==> config.mk <==
export PLATFORM = sky130hd
export DESIGN_NAME = core_ctrl_seq
export DESIGN_NICKNAME = d
export VERILOG_FILES = /design/src/rtl/core_ctrl_seq.sv
export SDC_FILE = /design/constraint.sdc
export NUM_CORES = 1
export LEC_CHECK = 0
export ABC_AREA = 1
export BUFFER_PORTS_ARGS = -buffer_cell sky130_fd_sc_hd__buf_2
export CORE_ASPECT_RATIO = 1.1
export CORE_MARGIN = 2
export CORE_UTILIZATION = 45
export CTS_CLUSTER_SIZE = 16
export DETAILED_ROUTE_END_ITERATION = 6
export PLACE_DENSITY_LB_ADDON = 0.3
export SLEW_MARGIN = 20
export SYNTH_ARGS = -nofsm -noshare
export SYNTH_HDL_FRONTEND = slang
export SYNTH_SLANG_ARGS = --single-unit
export TNS_END_PERCENT = 20
==> constraint.sdc <==
create_clock -name clk -period 3.5 [get_ports clk]
set_input_delay 0.525 -clock clk [delete_from_list [all_inputs] [get_ports clk]]
set_output_delay 0.525 -clock clk [all_outputs]
set_load 0.005 [all_outputs]
==> src/rtl/core_ctrl_seq.sv <==
// core_ctrl_seq: autonomous instruction sequencer for one convolution pass of
// `core`. After a `start` pulse it walks every kernel position (kij). For each
// kij it runs, in order: weight L0 fill, PE load, settle, activation L0 fill,
// execute, OFIFO drain, and then OFIFO-to-pmem writes. Every output is registered.
//
// Ports
//   clk, reset_n    clock, asynchronous active-low reset
//   start, mode     one-cycle start pulse; mode (0=4b, 1=2b) is sampled on start
//   l0_inst[1:0]    from core: bit0 = L0 full, bit1 = ready (not needed here)
//   ofifo_valid     from core: OFIFO has data to drain
//   inst[33:0]      instruction word to core
//   l0_version      0 = weight bank, 1 = activation bank
//   mode_q          latched mode
//   kij             current kernel index
//   busy, done      busy from accepted start until done; done is a 1-cycle pulse
module core_ctrl_seq #(
  parameter int          row         = 8,
  parameter int          col         = 8,
  parameter int          len_nij     = 36,
  parameter int          len_kij     = 9,
  parameter logic [10:0] w_base      = 11'h400,
  parameter int          settle      = 10,
  parameter int          l0_wait_max = 10
) (
  input  logic        clk,
  input  logic        reset_n,
  input  logic        start,
  input  logic        mode,
  input  logic [1:0]  l0_inst,
  input  logic        ofifo_valid,
  output logic [33:0] inst,
  output logic        l0_version,
  output logic        mode_q,
  output logic [3:0]  kij,
  output logic        busy,
  output logic        done
);

  localparam logic [33:0] IDLE_WORD = 34'h1_800C_0000;
  // wide enough for the longest counted phase
  localparam int CW = $clog2(len_nij + 2*col + settle + l0_wait_max + 2) + 1;

  localparam logic [CW-1:0] C_WL0   = CW'(2*col);
  localparam logic [CW-1:0] C_WAIT  = CW'(l0_wait_max - 1);
  localparam logic [CW-1:0] C_LOAD  = CW'(1);
  localparam logic [CW-1:0] C_SET   = CW'(settle - 1);
  localparam logic [CW-1:0] C_AL0   = CW'(len_nij);
  localparam logic [CW-1:0] C_RUN   = CW'(len_nij - 1);
  localparam logic [3:0]    K_LAST  = 4'(len_kij - 1);
  localparam logic [10:0]   W_STEP  = 11'(2*col);

  typedef enum logic [3:0] {
    S_IDLE, S_WL0, S_L0WAIT, S_LOAD, S_SETTLE, S_AL0,
    S_EXEC, S_DRAIN, S_OFRD, S_NEXT, S_DONE
  } state_t;

  state_t        st, ns;
  logic [CW-1:0] cnt, nc;      // cycle index within the current state
  logic [10:0]   pa, pa_d;     // next pmem write address
  logic [3:0]    kij_d;
  logic          mode_d, ver_d, busy_d, done_d;
  logic [33:0]   inst_d;

  logic unused_ok;
  assign unused_ok = ^{l0_inst[1], 32'(row)};

  // Next state and counters
  always_comb begin
    ns     = st;
    nc     = cnt + 1'b1;
    kij_d  = kij;
    pa_d   = pa;
    mode_d = mode_q;
    unique case (st)
      S_IDLE: begin
        nc = '0;
        if (start) begin
          ns     = S_WL0;
          kij_d  = '0;
          pa_d   = '0;
          mode_d = mode;
        end
      end
      S_WL0:    if (cnt == C_WL0) ns = S_L0WAIT;
      S_L0WAIT: if (l0_inst[0] || cnt == C_WAIT) ns = S_LOAD;
      S_LOAD:   if (cnt == C_LOAD) ns = S_SETTLE;
      S_SETTLE: if (cnt == C_SET) ns = S_AL0;
      S_AL0:    if (cnt == C_AL0) ns = S_EXEC;
      S_EXEC:   if (cnt == C_RUN) ns = S_DRAIN;
      S_DRAIN:  if (ofifo_valid) ns = S_OFRD;
      S_OFRD:   if (cnt == C_RUN) ns = S_NEXT;
      S_NEXT: begin
        if (kij == K_LAST) ns = S_DONE;
        else begin
          ns    = S_WL0;
          kij_d = kij + 4'd1;
        end
      end
      S_DONE:   ns = S_IDLE;
      default:  ns = S_IDLE;
    endcase
    if (ns != st) nc = '0;
    // pmem address advances after each write issued
    if (ns == S_OFRD) pa_d = pa + 11'd1;
  end

  // Output word for the state being entered, so it appears with that state
  always_comb begin
    inst_d = IDLE_WORD;
    ver_d  = 1'b0;
    busy_d = (ns != S_IDLE) && (ns != S_DONE);
    done_d = (ns == S_DONE);
    case (ns)
      S_WL0: begin
        if (nc < C_WL0) begin
          inst_d[19]   = 1'b0;
          inst_d[17:7] = w_base + 11'(kij_d) * W_STEP + 11'(nc);
        end
        // xmem data arrives one cycle after the read
        if (nc != '0) inst_d[2] = 1'b1;
      end
      S_LOAD: begin
        inst_d[3] = 1'b1;
        inst_d[0] = 1'b1;
      end
      S_AL0: begin
        ver_d = 1'b1;
        if (nc < C_AL0) begin
          inst_d[19]   = 1'b0;
          inst_d[17:7] = 11'(nc);
        end
        if (nc != '0) inst_d[2] = 1'b1;
      end
      S_EXEC: begin
        ver_d     = 1'b1;
        inst_d[3] = 1'b1;
        inst_d[1] = 1'b1;
      end
      S_DRAIN, S_NEXT: ver_d = 1'b1;
      S_OFRD: begin
        ver_d         = 1'b1;
        inst_d[32]    = 1'b0;
        inst_d[31]    = 1'b0;
        inst_d[30:20] = pa;
        inst_d[6]     = 1'b1;
      end
      default: ;
    endcase
  end

  always_ff @(posedge clk or negedge reset_n) begin
    if (!reset_n) begin
      st         <= S_IDLE;
      cnt        <= '0;
      pa         <= '0;
      kij        <= '0;
      mode_q     <= 1'b0;
      inst       <= IDLE_WORD;
      l0_version <= 1'b0;
      busy       <= 1'b0;
      done       <= 1'b0;
    end else begin
      st         <= ns;
      cnt        <= nc;
      pa         <= pa_d;
      kij        <= kij_d;
      mode_q     <= mode_d;
      inst       <= inst_d;
      l0_version <= ver_d;
      busy       <= busy_d;
      done       <= done_d;
    end
  end

endmodule

After elaboration in Yosys (flattened, before gate mapping) --
Cells that the tools add are included.
Cells by class: $lt $le $gt $ge 2, mux-type cells 33, add/subtract/negate cells 5, equality and inequality tests 25, reduce and logical (&&, ||, !) cells 12
Operator list (count):
- 4-bit two-way mux | 12
- 11-bit two-way mux | 4
- 4-bit one-hot mux with 10 select lines | 1
- 4-bit by 3-bit == test with 1-bit output (second input constant) | 7
- 4-bit == test (second input constant) | 6
- 8-bit two-way mux | 3
- 11-bit one-hot mux with 2 select lines | 1
- 8-bit by 6-bit == test with 1-bit output (second input constant) | 2
- 13-bit two-way mux | 1
- 4-bit by 2-bit == test with 1-bit output (second input constant) | 3
- 11-bit by 1-bit adder with 11-bit output (second input constant) | 1
- 11-bit by 8-bit adder with 11-bit output | 1
- 11-bit by 8-bit adder with 11-bit output (first input constant) | 1
- 1-bit two-way mux | 9
- 8-bit by 1-bit adder with 8-bit output (second input constant) | 1
- 4-bit by 1-bit == test with 1-bit output (second input constant) | 2
- 8-bit by 1-bit == test with 1-bit output (second input constant) | 1
- 8-bit by 4-bit == test with 1-bit output (second input constant) | 1
- 8-bit by 5-bit == test with 1-bit output (second input constant) | 1
- 8-bit by 5-bit < comparator with 1-bit output (second input constant) | 1
- 8-bit by 6-bit < comparator with 1-bit output (second input constant) | 1
- 4-bit one-hot mux with 2 select lines | 1
- 8-bit nonzero test | 1
- 5-bit OR reduction | 1
- other kinds (11) | 14
Word-level totals: input bits 7, output and inout bits 42, logic and storage cells 86, register bits 61

Longest topological paths before layout --
Gate-level depths: netlist (run 1).
depth in word-level cells 9, depth in mapped cells 20, mapped depth without buffers 20

Least setup slack after synthesis (run 1) --
No wires, ideal clock.
kind register -> register, start point reg kij[0], end point reg inst[14], library setup time 128 ps, required time 3372 ps, cell stages (with the launch flop) 19, path buffers 0, clock period less this slack 2572 ps, arrival time 2444 ps, slack 928 ps, cell sequence dfrtp_1 > inv_1 > ha_1 > nand3_2 > nand3_1 > nand3_1 > a21oi_1 > nand3_2 > nand2_2 > nand2_4 > nor2_8 > nand2_4 > nor2_1 > ha_1 > nand3_1 > nand3_1 > xor2_1 > nand2_1 > nor2_1
Between the ends: cells in the longest elaborated chain, start to end 8, elaborated cells on any way between the ends 18, classes of those cells 3 x add/sub; 2 x order compare; 4 x eq/ne; 9 x mux
RTL lines:
- start, declared | line 34 | output logic [3:0] kij,
- start signal, assigned | line 166 | kij <= kij_d;
- 4-bit == test * | line 93 | if (kij == K_LAST) ns = S_DONE;
- 4-bit two-way mux * | line 93
- 4-bit one-hot mux with 10 select lines * | line 74 | unique case (st)
- via ns[0] | line 57 | state_t st, ns;
- 4-bit inequality test * | line 102 | if (ns != st) nc = '0;
- 8-bit two-way mux * | line 102
- via nc[6] | line 58 | logic [CW-1:0] cnt, nc;
- 11-bit by 8-bit adder with 11-bit output, or another cell as far along | line 117 | inst_d[17:7] = w_base + 11'(kij_d) * W_STEP + 11'(nc);
- 11-bit two-way mux or 8-bit two-way mux (tied branches) | line 115, 128
- 11-bit one-hot mux with 2 select lines * | line 113 | case (ns)
- via inst_d[14] | line 62 | logic [33:0] inst_d;
- end signal, assigned | line 168 | inst <= inst_d;
- end, declared | line 31 | output logic [33:0] inst,
The timed path passes the listed nets; every way through them passes the cells marked *. A chain may end at the register's enable or synchronous reset.

Worst setup path in the final report (run 1) --
Same ends and word-level chain as after synthesis.

==> results.txt, run 1 <==
Status -> completed
Vias in the first global route -> 2464
Largest net degree at the start of global routing -> 37
Area after DPL -> 3460 sq um
Inst Count DP -> 495
Clock Path Buffers -> 2
Maximum fanout along the worst path -> 7
Top-level I/O count -> 49
Core region area -> 6930 sq um
Max-Cap Viols -> 0
Worst VDD drop -> 0.427 mV
Buf/Inv on CP -> 1
Post-Synthesis Cell Area -> 3170 sq um
Root Buffer -> clkbuf_8
Die span in y -> 92.1 microns
Worst setup EP type -> flip-flop
Violation count after the first detailed-route iteration -> 113
Final wirelength -> 6.49 mm
CP max-delay cell -> dfrtp_1
Diode count -> 0
Vias per cell -> 4.97
Avg Cell Area, Syn -> 8.56 sq um
Post-route cell area -> 3680 sq um
Cell count after synthesis -> 371
Detailed placement HPWL -> 4.75 mm
Post-CTS setup buffers -> 0
Worst reg-to-reg path cell count -> 18
Die area -> 7740 sq um
Final hold vios -> 0
Final slew viol count -> 0
Share of cells above drive strength 1 -> 0.261
Count of final setup violators -> 0
Min Clock Period, post-route -> 2.95 ns
RR Startpoint -> kij[0]
Cell variety after synth -> 43
Crit path cell chain -> inv_1 > ha_1 > nand3_2 > nand3_1 > nand3_1 > a21oi_1 > nand3_2 > nand2_2 > nand2_4 > nor2_8 > nand2_4 > nor2_1 > ha_1 > nand3_1 > nand3_1 > xor2_1 > nand2_1 > nor2_1
Clock sink count -> 59
First-pass GRT wire length -> 11.2 mm
Sum Neg Setup Slack -> 0 ns
Fmax -> 339 MHz
Non-filler cells, final -> 511
Via count -> 2538
Setup Crit Path Kind -> reg -> reg
GR Overflow Total -> 0
Ys Warns -> 0
Area added between synthesis and finish -> 16.0%
Hold buffers post-CTS -> 0
Number of synthesized flops with an enable pin -> 0
Gr usage total -> 0.182
Reg clk slew, reported paths -> 0.08 ns
Tcrit/Tclk final -> 0.843
R2r setup slk -> 0.55 ns
Total number of H-tree levels -> 3
Most frequent CP cell -> nand3_1
Number of antenna violations at the first check in global routing -> 0
CTS tree -> built
Pwr dens -> 661 nW/um^2
Sequential-to-total area share from yosys stat -> 0.466
Biggest area consumer among synthesized cells -> dfrtp_1
Worst Max-Slew Pin Slew -> 0.799 ns
Post-synth top area share -> 0.449
Drt pass-1 iters -> 4
TritonCTS buffer count -> 9
Ys async rst share -> 1.00
Top cells by area, synth -> dfrtp_1 45%, nand2_1 7.3%, inv_1 5.9%
Final net count -> 439
# rows -> 32
Die width -> 84.1 microns
Fin Clk Skew -> 0.0115 ns
DRC -> 0
Gpl congestion -> 0.821
CP Launch Type -> flip-flop
Max-slew headroom -> 0.468
#FFs+latches synth -> 59
Worst Hold Class -> in -> async
Worst EP arrival -> 3.21 ns
Post-route ant nets -> 0
Drt wl/cell -> 12.7 microns
CP peak stage delay -> 0.41 ns
RR Endpoint -> inst[14]
Critical path's top delay family -> simple AND/OR/NAND/NOR gates
Initial Util -> 0.458
Pleak -> 0.00196 uW
Buffers on Ports -> 42
RSZ-0062 raised after global routing -> no
Clock Latency Late Sink -> 0.35 ns
Synth Flop Type -> dfrtp_1
CP Data Required Time -> 3.77 ns
Post_cts resized -> 0
where the power goes:
| part | switching [uW] | internal [uW] |
|---|---|---|
| registers | 62.8 | 772 |
| logic | 608 | 288 |
| clock network | 301 | 405 |
| total | 972 | 1460 |
cells by family after synthesis:
kind of cell	after synthesis	synth area share
and+or+nand+nor	183	0.286
buffers and inverters	68	0.0899
DFF	59	0.466
AOI/OAI and AO/OA	42	0.0938
adders and majority gates	11	0.0457
xor gates and xnor gates	6	0.0166
other	2	0.00237
layout by cell type (no fill, tap or decap), drive strengths merged, types with 2 or more instances in the layout:
cell    instances
clkbuf          9
nand3          28
conb            5
o21ai          19
clkinv          7
xor2            6
nand4           7
nor3            8
bufinv          2
dfstp           2
buf            43
a21oi           8
o31ai           2
and2            2
o32ai           3
or2             2
nand2          71
o22ai           4
dfrtp          57
ha             10
nor2           64
inv            59
cell type report:
cell class / count / area, sq um
Fill cell: 640 / 3240
Sequential cell: 59 / 1480
Multi-Input combinational cell: 247 / 1420
Inverter: 61 / 235
Timing Repair Buffer: 43 / 218
Clock buffer: 9 / 124
Tap cell: 85 / 106
Clock inverter: 7 / 100
cell usage after synthesis, types with 2 or more instances:
master    number
nand3_2        3
and2_1         2
nand3_1       25
dfstp_2        2
nor2_4         3
o32ai_1        3
nand2_2        4
inv_1         50
o21ai_0       12
dfrtp_1       57
inv_2          6
nor2_2        15
conb_1         2
o22ai_1        4
xor2_1         6
buf_4          6
nor2_1        45
clkinv_1       2
o31ai_1        2
nand2_1       62
ha_1          10
o21ai_1        3
or2_2          2
inv_4          2
o21ai_2        3
nand2_4        5
nand4_1        7
a21oi_1        7
nor3_1         7
state kept, by name, indices dropped and copies added (netlist names):
signal      count
mode_q          1
inst           28
done            1
l0_version      1
pa             11
st              4
kij             4
cnt             8
busy            1
metrics by stage:
| stage | hold slack, ns | utilization | power [uW] | worst slack [ns] |
|---|---|---|---|---|
| 2_1_floorplan | 0.229 | - | 1520 | 0.928 |
| 3_3_place_gp | 0.460 | 0.499 | 1720 | 0.669 |
| 3_5_place_dp | 0.465 | 0.499 | 1730 | 0.547 |
| 4_1_cts | 0.267 | 0.532 | 2470 | 0.502 |
| 5_1_grt | 0.321 | 0.532 | 2600 | 0.249 |
| 6_report | 0.255 | 0.532 | 2440 | 0.551 |
routing by layer:
layer,track usage,up-vias,part of all wire
met2,0.302,74,0.49
li1,-,1275,-
met4,0.0726,0,0.016
met5,0,-,0
met1,0.220,1177,0.44
met3,0.0567,12,0.053
worst max path at each step:
| stage | startpoint | cells past startpoint | to | slack (ns) |
|---|---|---|---|---|
| 5_1_grt | kij[0] | 18 | inst[15] | 0.25 |
| 4_1_cts | kij[0] | 18 | inst[14] | 0.50 |
| 3_3_place_gp | kij[0] | 18 | inst[14] | 0.67 |
| 3_5_place_dp | kij[0] | 18 | inst[14] | 0.55 |
| 2_1_floorplan | kij[0] | 18 | inst[14] | 0.93 |
| 6_report | kij[0] | 18 | inst[14] | 0.55 |
worst reg2reg max path, delay by kind of cell (launching register included):
kind,cells,cell delay (ns)
buffers and inverters,1,0.13
xor gates and xnor gates,1,0.15
DFF,1,0.41
AOI/OAI and AO/OA,1,0.16
adders and majority gates,2,0.48
and+or+nand+nor,13,1.53
No activity file was read; power rests on OpenSTA's default activity.
==> inputs of run 2 (changes only) <==
==> constraint.sdc (replaced) <==
create_clock -name clk -period 2.7 [get_ports clk]
set_input_delay 0.405 -clock clk [delete_from_list [all_inputs] [get_ports clk]]
set_output_delay 0.405 -clock clk [all_outputs]
set_load 0.005 [all_outputs]
==> results.txt, run 2 (synthesis gave the netlist of run 1 again) <==
Final wirelength -> 6.75 mm (+4.0%)
Final net count -> 467 (+6.4%)
GR Overflow Total -> 0 (unchanged)
Violation count after the first detailed-route iteration -> 83 (-27%)
Largest net degree at the start of global routing -> 37 (unchanged)
Vias in the first global route -> 2557 (+3.8%)
Buffers on Ports -> 42 (unchanged)
Die area -> 7740 sq um (unchanged)
Top Registers -> inst x28, pa x11, cnt x8
RSZ-0062 raised after global routing -> yes
Reg clk slew, reported paths -> 0.07 ns (about the same)
Max-Cap Viols -> 0 (unchanged)
TritonCTS buffer count -> 9 (unchanged)
Detailed placement HPWL -> 4.80 mm (+0.98%)
Die span in y -> 92.1 microns (unchanged)
First-pass GRT wire length -> 11.2 mm (+0.74%)
CTS tree -> built
Fmax -> 383 MHz (+13%)
Post-route ant nets -> 0 (unchanged)
Via count -> 2604 (+2.6%)
Final hold vios -> 0 (unchanged)
Share of cells above drive strength 1 -> 0.363 (+0.103)
Final slew viol count -> 0 (unchanged)
Gpl congestion -> 0.845 (+2.9%)
Worst Max-Slew Pin Slew -> 0.771 ns (-0.0278 ns)
Clock sink count -> 59 (unchanged)
Status -> completed
Pwr dens -> 869 nW/um^2 (+31%)
Setup Crit Path Kind -> reg -> reg
Power Total -> 3490 uW (+43%)
Worst VDD drop -> 0.593 mV (+39%)
Clock Latency Late Sink -> 0.34 ns (about the same)
Min Clock Period, post-route -> 2.61 ns (-0.337 ns)
Vias per cell -> 4.83 (-2.7%)
FILL cells -> 598 (-6.6%)
Worst setup EP type -> flip-flop
Max-slew headroom -> 0.486 (+0.0186)
Maximum fanout along the worst path -> 5 (-2)
Tcrit/Tclk final -> 0.967 (+0.125)
Worst Hold Class -> in -> async
Root Buffer -> clkbuf_8
# rows -> 32 (unchanged)
Top-level I/O count -> 49 (unchanged)
Largest register FFs -> 28 (unchanged)
Worst EP arrival -> 2.84 ns (-0.37 ns)
Reg with most FFs -> inst
Gr usage total -> 0.178 (-0.00365)
Hold buffers post-CTS -> 0 (unchanged)
Fin Clk Skew -> 0.00891 ns (-0.00255 ns)
Number of antenna violations at the first check in global routing -> 0 (unchanged)
CP Data Required Time -> 2.93 ns (-0.84 ns)
Pleak -> 0.00210 uW (+7.3%)
Drt wl/cell -> 12.5 microns (-1.4%)
Total number of H-tree levels -> 3 (unchanged)
Clock Path Buffers -> 2 (unchanged)
Count of final setup violators -> 0 (unchanged)
Most common cell after layout, fill and taps aside -> nand2_1
Core Util, Final -> 0.579 (+0.0473)
DRC -> 0 (unchanged)
Die width -> 84.1 microns (unchanged)
Area added between synthesis and finish -> 26.4%
Drt pass-1 iters -> 4 (unchanged)
Diode count -> 0 (unchanged)
Commonest cells after routing, fill and taps aside -> 58 x nand2_1, 57 x dfrtp_1, 45 x inv_1, 42 x buf_2, 41 x nor2_1
Initial Util -> 0.458 (unchanged)
Core region area -> 6930 sq um (unchanged)
CP Launch Type -> flip-flop
run 2: cell types whose count changed in the layout (fill, tap and decap cells not counted), sizes merged:
| cell | previous run | this run |
|---|---|---|
| buf | 43 | 71 |
run 2: per-stage QoR:
step	setup TNS [ns]	hold WS (ns)	area, sq um	worst slack, ns	instances
global route	-0.336	0.206	4010	-0.141	539
CTS	0	0.161	3790	0.00954	525
finish	0	0.146	4010	0.0883	539
floorplan	0	0.109	3190	0.128	374
detailed placement	0	0.465	3560	0.0432	509
global placement	0	0.457	3560	0.0945	509
run 2: what timing repair did:
item,4_1_cts,5_1_grt
resized for setup,0,31
endpoints found under the setup margin,0,4
buffers inserted,0,14
run 2: layout make-up:
type                            instances  area, sq um  share of cell area
Tap cell                               85          106              0.0265
Multi-Input combinational cell        247         1540               0.384
Sequential cell                        59         1480               0.369
Clock buffer                            9          124              0.0309
Inverter                               61          235              0.0586
Clock inverter                          7          100              0.0250
Timing Repair Buffer                   71          428               0.107
run 2: layer usage:
metal	vias up	wire [microns]	global-route usage
li1	1336	-	-
met1	1210	3090	0.232
met2	56	3350	0.291
met3	2	276	0.0486
met4	0	30	0.0524
met5	-	0	0
run 2: final timing paths:
path                                 end  slack [ns]  cells after the start    start
worst min register to register    mode_q        0.48                      2   mode_q
worst max register to register  inst[12]        0.09                     18   kij[1]
min in group clk                  mode_q        0.27                      3     mode
worst max-delay path            inst[12]        0.09                     18   kij[1]
max in group asynchronous       inst[19]        1.83                      2  reset_n
worst min-delay path             inst[0]        0.15                      1  reset_n
run 2: worst max-delay path: stages (launching register included):
cell and delay (ns):
dfrtp_1 0.39, inv_1 0.08, ha_1 0.19, nand3_2 0.10, buf_4 0.13, nor2_4 0.04, inv_2 0.09, nand3_2 0.07
nor2_2 0.14, clkinv_2 0.08, nand2_2 0.08, nand2_4 0.07, nor2_8 0.15, inv_4 0.06, nor2_4 0.14, ha_4 0.16
fa_1 0.41, nand2_1 0.08, nand2_1 0.05
run 2: report_power, final:
part           leakage (uW)  internal, uW  total (uW)  switching (uW)
registers          0.000800          1000        1080            76.3
logic               0.00119           611        1510             900
clock network      0.000114           525         899             374
==> inputs of run 3 (changes only) <==
--- a/config.mk
+++ b/config.mk
@@ -13,6 +13,7 @@
 export CTS_CLUSTER_SIZE = 16
 export DETAILED_ROUTE_END_ITERATION = 6
 export PLACE_DENSITY_LB_ADDON = 0.3
+export REMOVE_ABC_BUFFERS = 1
 export SLEW_MARGIN = 20
 export SYNTH_ARGS = -nofsm -noshare
 export SYNTH_HDL_FRONTEND = slang
==> constraint.sdc (replaced) <==
create_clock -name clk -period 2.7 [get_ports clk]
set_input_delay 0.135 -clock clk [delete_from_list [all_inputs] [get_ports clk]]
set_output_delay 0.135 -clock clk [all_outputs]
set_load 0.005 [all_outputs]
==> results.txt, run 3 (synthesis gave the netlist of run 1 again) <==
Status -> completed
Fin Clk Skew -> 0.0105 ns (+0.00163 ns)
Clock Path Buffers -> 2 (unchanged)
GR Overflow Total -> 0 (unchanged)
Worst setup path startpoint -> cnt[0]
Final slew viol count -> 0 (unchanged)
Vias per cell -> 4.98 (+3.1%)
P_int -> 2070 uW (-3.1%)
Most common cell after layout, fill and taps aside -> nand2_1
DRC -> 0 (unchanged)
Core region area -> 6930 sq um (unchanged)
R2r setup slk -> 0.14 ns (+0.05 ns)
Clock sink count -> 59 (unchanged)
TritonCTS buffer count -> 9 (unchanged)
Area after DPL -> 3550 sq um (-0.42%)
# rows -> 32 (unchanged)
Switch share -> 0.396 (+0.00869)
Vias in the first global route -> 2604 (+1.8%)
Buffers on Ports -> 42 (unchanged)
Area added between synthesis and finish -> 24.0%
CP Launch Type -> flip-flop
Total number of H-tree levels -> 3 (unchanged)
Commonest cells after routing, fill and taps aside -> 60 x nand2_1, 54 x dfrtp_1, 46 x inv_1, 42 x nor2_1, 42 x buf_2
Max-slew headroom -> 0.626 (+0.140)
Routed met3 length -> 335 microns (+21%)
Maximum fanout along the worst path -> 5 (unchanged)
Post-route cell area -> 3940 sq um (-1.8%)
Reg clk slew, reported paths -> 0.07 ns (about the same)
First-pass GRT wire length -> 11.5 mm (+2.6%)
Min Clock Period, post-route -> 2.56 ns (-0.0493 ns)
Gpl congestion -> 0.842 (-0.43%)
Largest register FFs -> 28 (unchanged)
Violation count after the first detailed-route iteration -> 101 (+22%)
Gr usage total -> 0.187 (+0.00876)
CTS tree -> built
Post-route ant nets -> 0 (unchanged)
Worst Hold Class -> in -> reg
Pwr dens -> 870 nW/um^2 (about the same)
Clk pwr share -> 0.266 (+0.008)
Die width -> 84.1 microns (unchanged)
Drt pass-1 iters -> 4 (unchanged)
Reg with most FFs -> inst
Die span in y -> 92.1 microns (unchanged)
Sw Pwr -> 1360 uW (+0.45%)
Worst VDD drop -> 0.607 mV (+2.4%)
Die area -> 7740 sq um (unchanged)
Final wirelength -> 6.88 mm (+2.0%)
Worst setup EP type -> flip-flop
Top-level I/O count -> 49 (unchanged)
Power Total -> 3430 uW (-1.8%)
Worst EP arrival -> 2.80 ns (-0.04 ns)
Worst reg-to-reg path cell count -> 16 (-2)
Clock Latency Late Sink -> 0.35 ns (about the same)
Largest net degree at the start of global routing -> 22 (-41%)
Sequential share of power -> 0.316 (+0.007)
Pleak -> 0.00205 uW (-2.3%)
Share of cells above drive strength 1 -> 0.334 (-0.0294)
Wl on met1 -> 2.99 mm (-3.3%)
Initial Util -> 0.458 (unchanged)
Via count -> 2646 (+1.6%)
RR Endpoint -> inst[12]
CP max-delay cell -> dfrtp_1
Number of antenna violations at the first check in global routing -> 0 (unchanged)
Worst setup endpoint -> inst[12]
RR Startpoint -> cnt[0]
Drt wl/cell -> 13.0 microns (+3.5%)
Detailed placement HPWL -> 5.02 mm (+4.6%)
Logic pwr share -> 0.417 (-0.016)
Final net count -> 459 (-1.7%)
FILL cells -> 637 (+6.5%)
Crit path cell chain -> inv_1 > ha_2 > nand3_1 > o21ai_2 > nand2_2 > nor2_2 > nand3_2 > nand2_2 > nand2_4 > nor2_8 > inv_4 > nor2_4 > ha_4 > fa_1 > nand2_1 > nand2_1
Setup Crit Path Kind -> reg -> reg
Worst Max-Slew Pin Slew -> 0.555 ns (-0.216 ns)
CP peak stage delay -> 0.42 ns (about the same)
Max-Cap Viols -> 0 (unchanged)
CP Data Required Time -> 2.93 ns (about the same)
Top layer in use -> met4
Tcrit/Tclk final -> 0.949 (-0.0182)
Met2 wire length -> 3.41 mm (+1.7%)
Final hold vios -> 0 (unchanged)
Root Buffer -> clkbuf_8
Top Registers -> inst x28, pa x11, cnt x8
Count of final setup violators -> 0 (unchanged)
Fmax -> 390 MHz (+1.9%)
RSZ-0062 raised after global routing -> yes
Diode count -> 0 (unchanged)
run 3: cell types whose count changed in the layout (fill, tap and decap cells not counted), moves of 2 or more:
cell and delta:
dfrtp_1 -3, dfrtp_2 +3, a21oi_1 +2, nand2_1 +2
dlygate4sd3_1 +2, nor2_2 -2, a21oi_2 -2, nand3_2 -2
ha_1 +2, nand2_2 -2, buf_4 -10
run 3: cell type report:
class	instances	area, sq um	share of cell area
clock buffer	9	124	0.0315
clock inverter	7	100	0.0254
inverter	61	235	0.0597
multi-input combinational	247	1520	0.385
sequential	59	1480	0.377
tap	85	106	0.0270
timing repair buffer	63	373	0.0947
run 3: power groups by stage:
stage               combinational [uW]  clock, uW  sequential, uW
CTS                               1310        933            1070
global route                      1580        963            1100
detailed placement                1290          0            1090
global placement                  1270          0            1090
finish                            1430        912            1080
floorplan                          863          0            1100
run 3: worst min-delay path by stage:
stage,startpoint,end,cells after the start
floorplan,reset_n,busy,0
global placement,reset_n,inst[0],1
detailed placement,reset_n,inst[0],1
CTS,ofifo_valid,st[2],4
global route,start,mode_q,4
finish,start,mode_q,4
run 3: timing repair:
action,in CTS,in global routing
resized for setup,1,25
hold buffers,2,0
buffers inserted,0,6
hold endpoints to repair,19,0
pin swaps,1,7
endpoints found under the setup margin,3,4
run 3: routing by layer:
metal,global-route usage,vias up
met4,0.0833,0
met5,0,-
li1,-,1321
met2,0.311,62
met1,0.231,1250
met3,0.0432,13
run 3: critical path: cells and delay by family, from the launching register on:
kind / cells / cell delay (ns)
adders and majority gates: 3 / 0.74
and+or+nand+nor: 10 / 0.98
AOI/OAI and AO/OA: 1 / 0.17
buffers and inverters: 2 / 0.12
DFF: 1 / 0.42
run 3: through the flow:
stage          cells  setup WS [ns]  hold slack [ns]   util  TNS [ns]
2_1_floorplan    367          0.128           -0.161      -         0
4_1_cts          525        0.00587            0.177  0.548         0
3_5_place_dp     507        -0.0282            0.104  0.512   -0.0282
3_3_place_gp     507         0.0970           0.0968  0.512         0
6_report         531          0.138            0.169  0.568         0
5_1_grt          531        -0.0525            0.165  0.568    -0.148
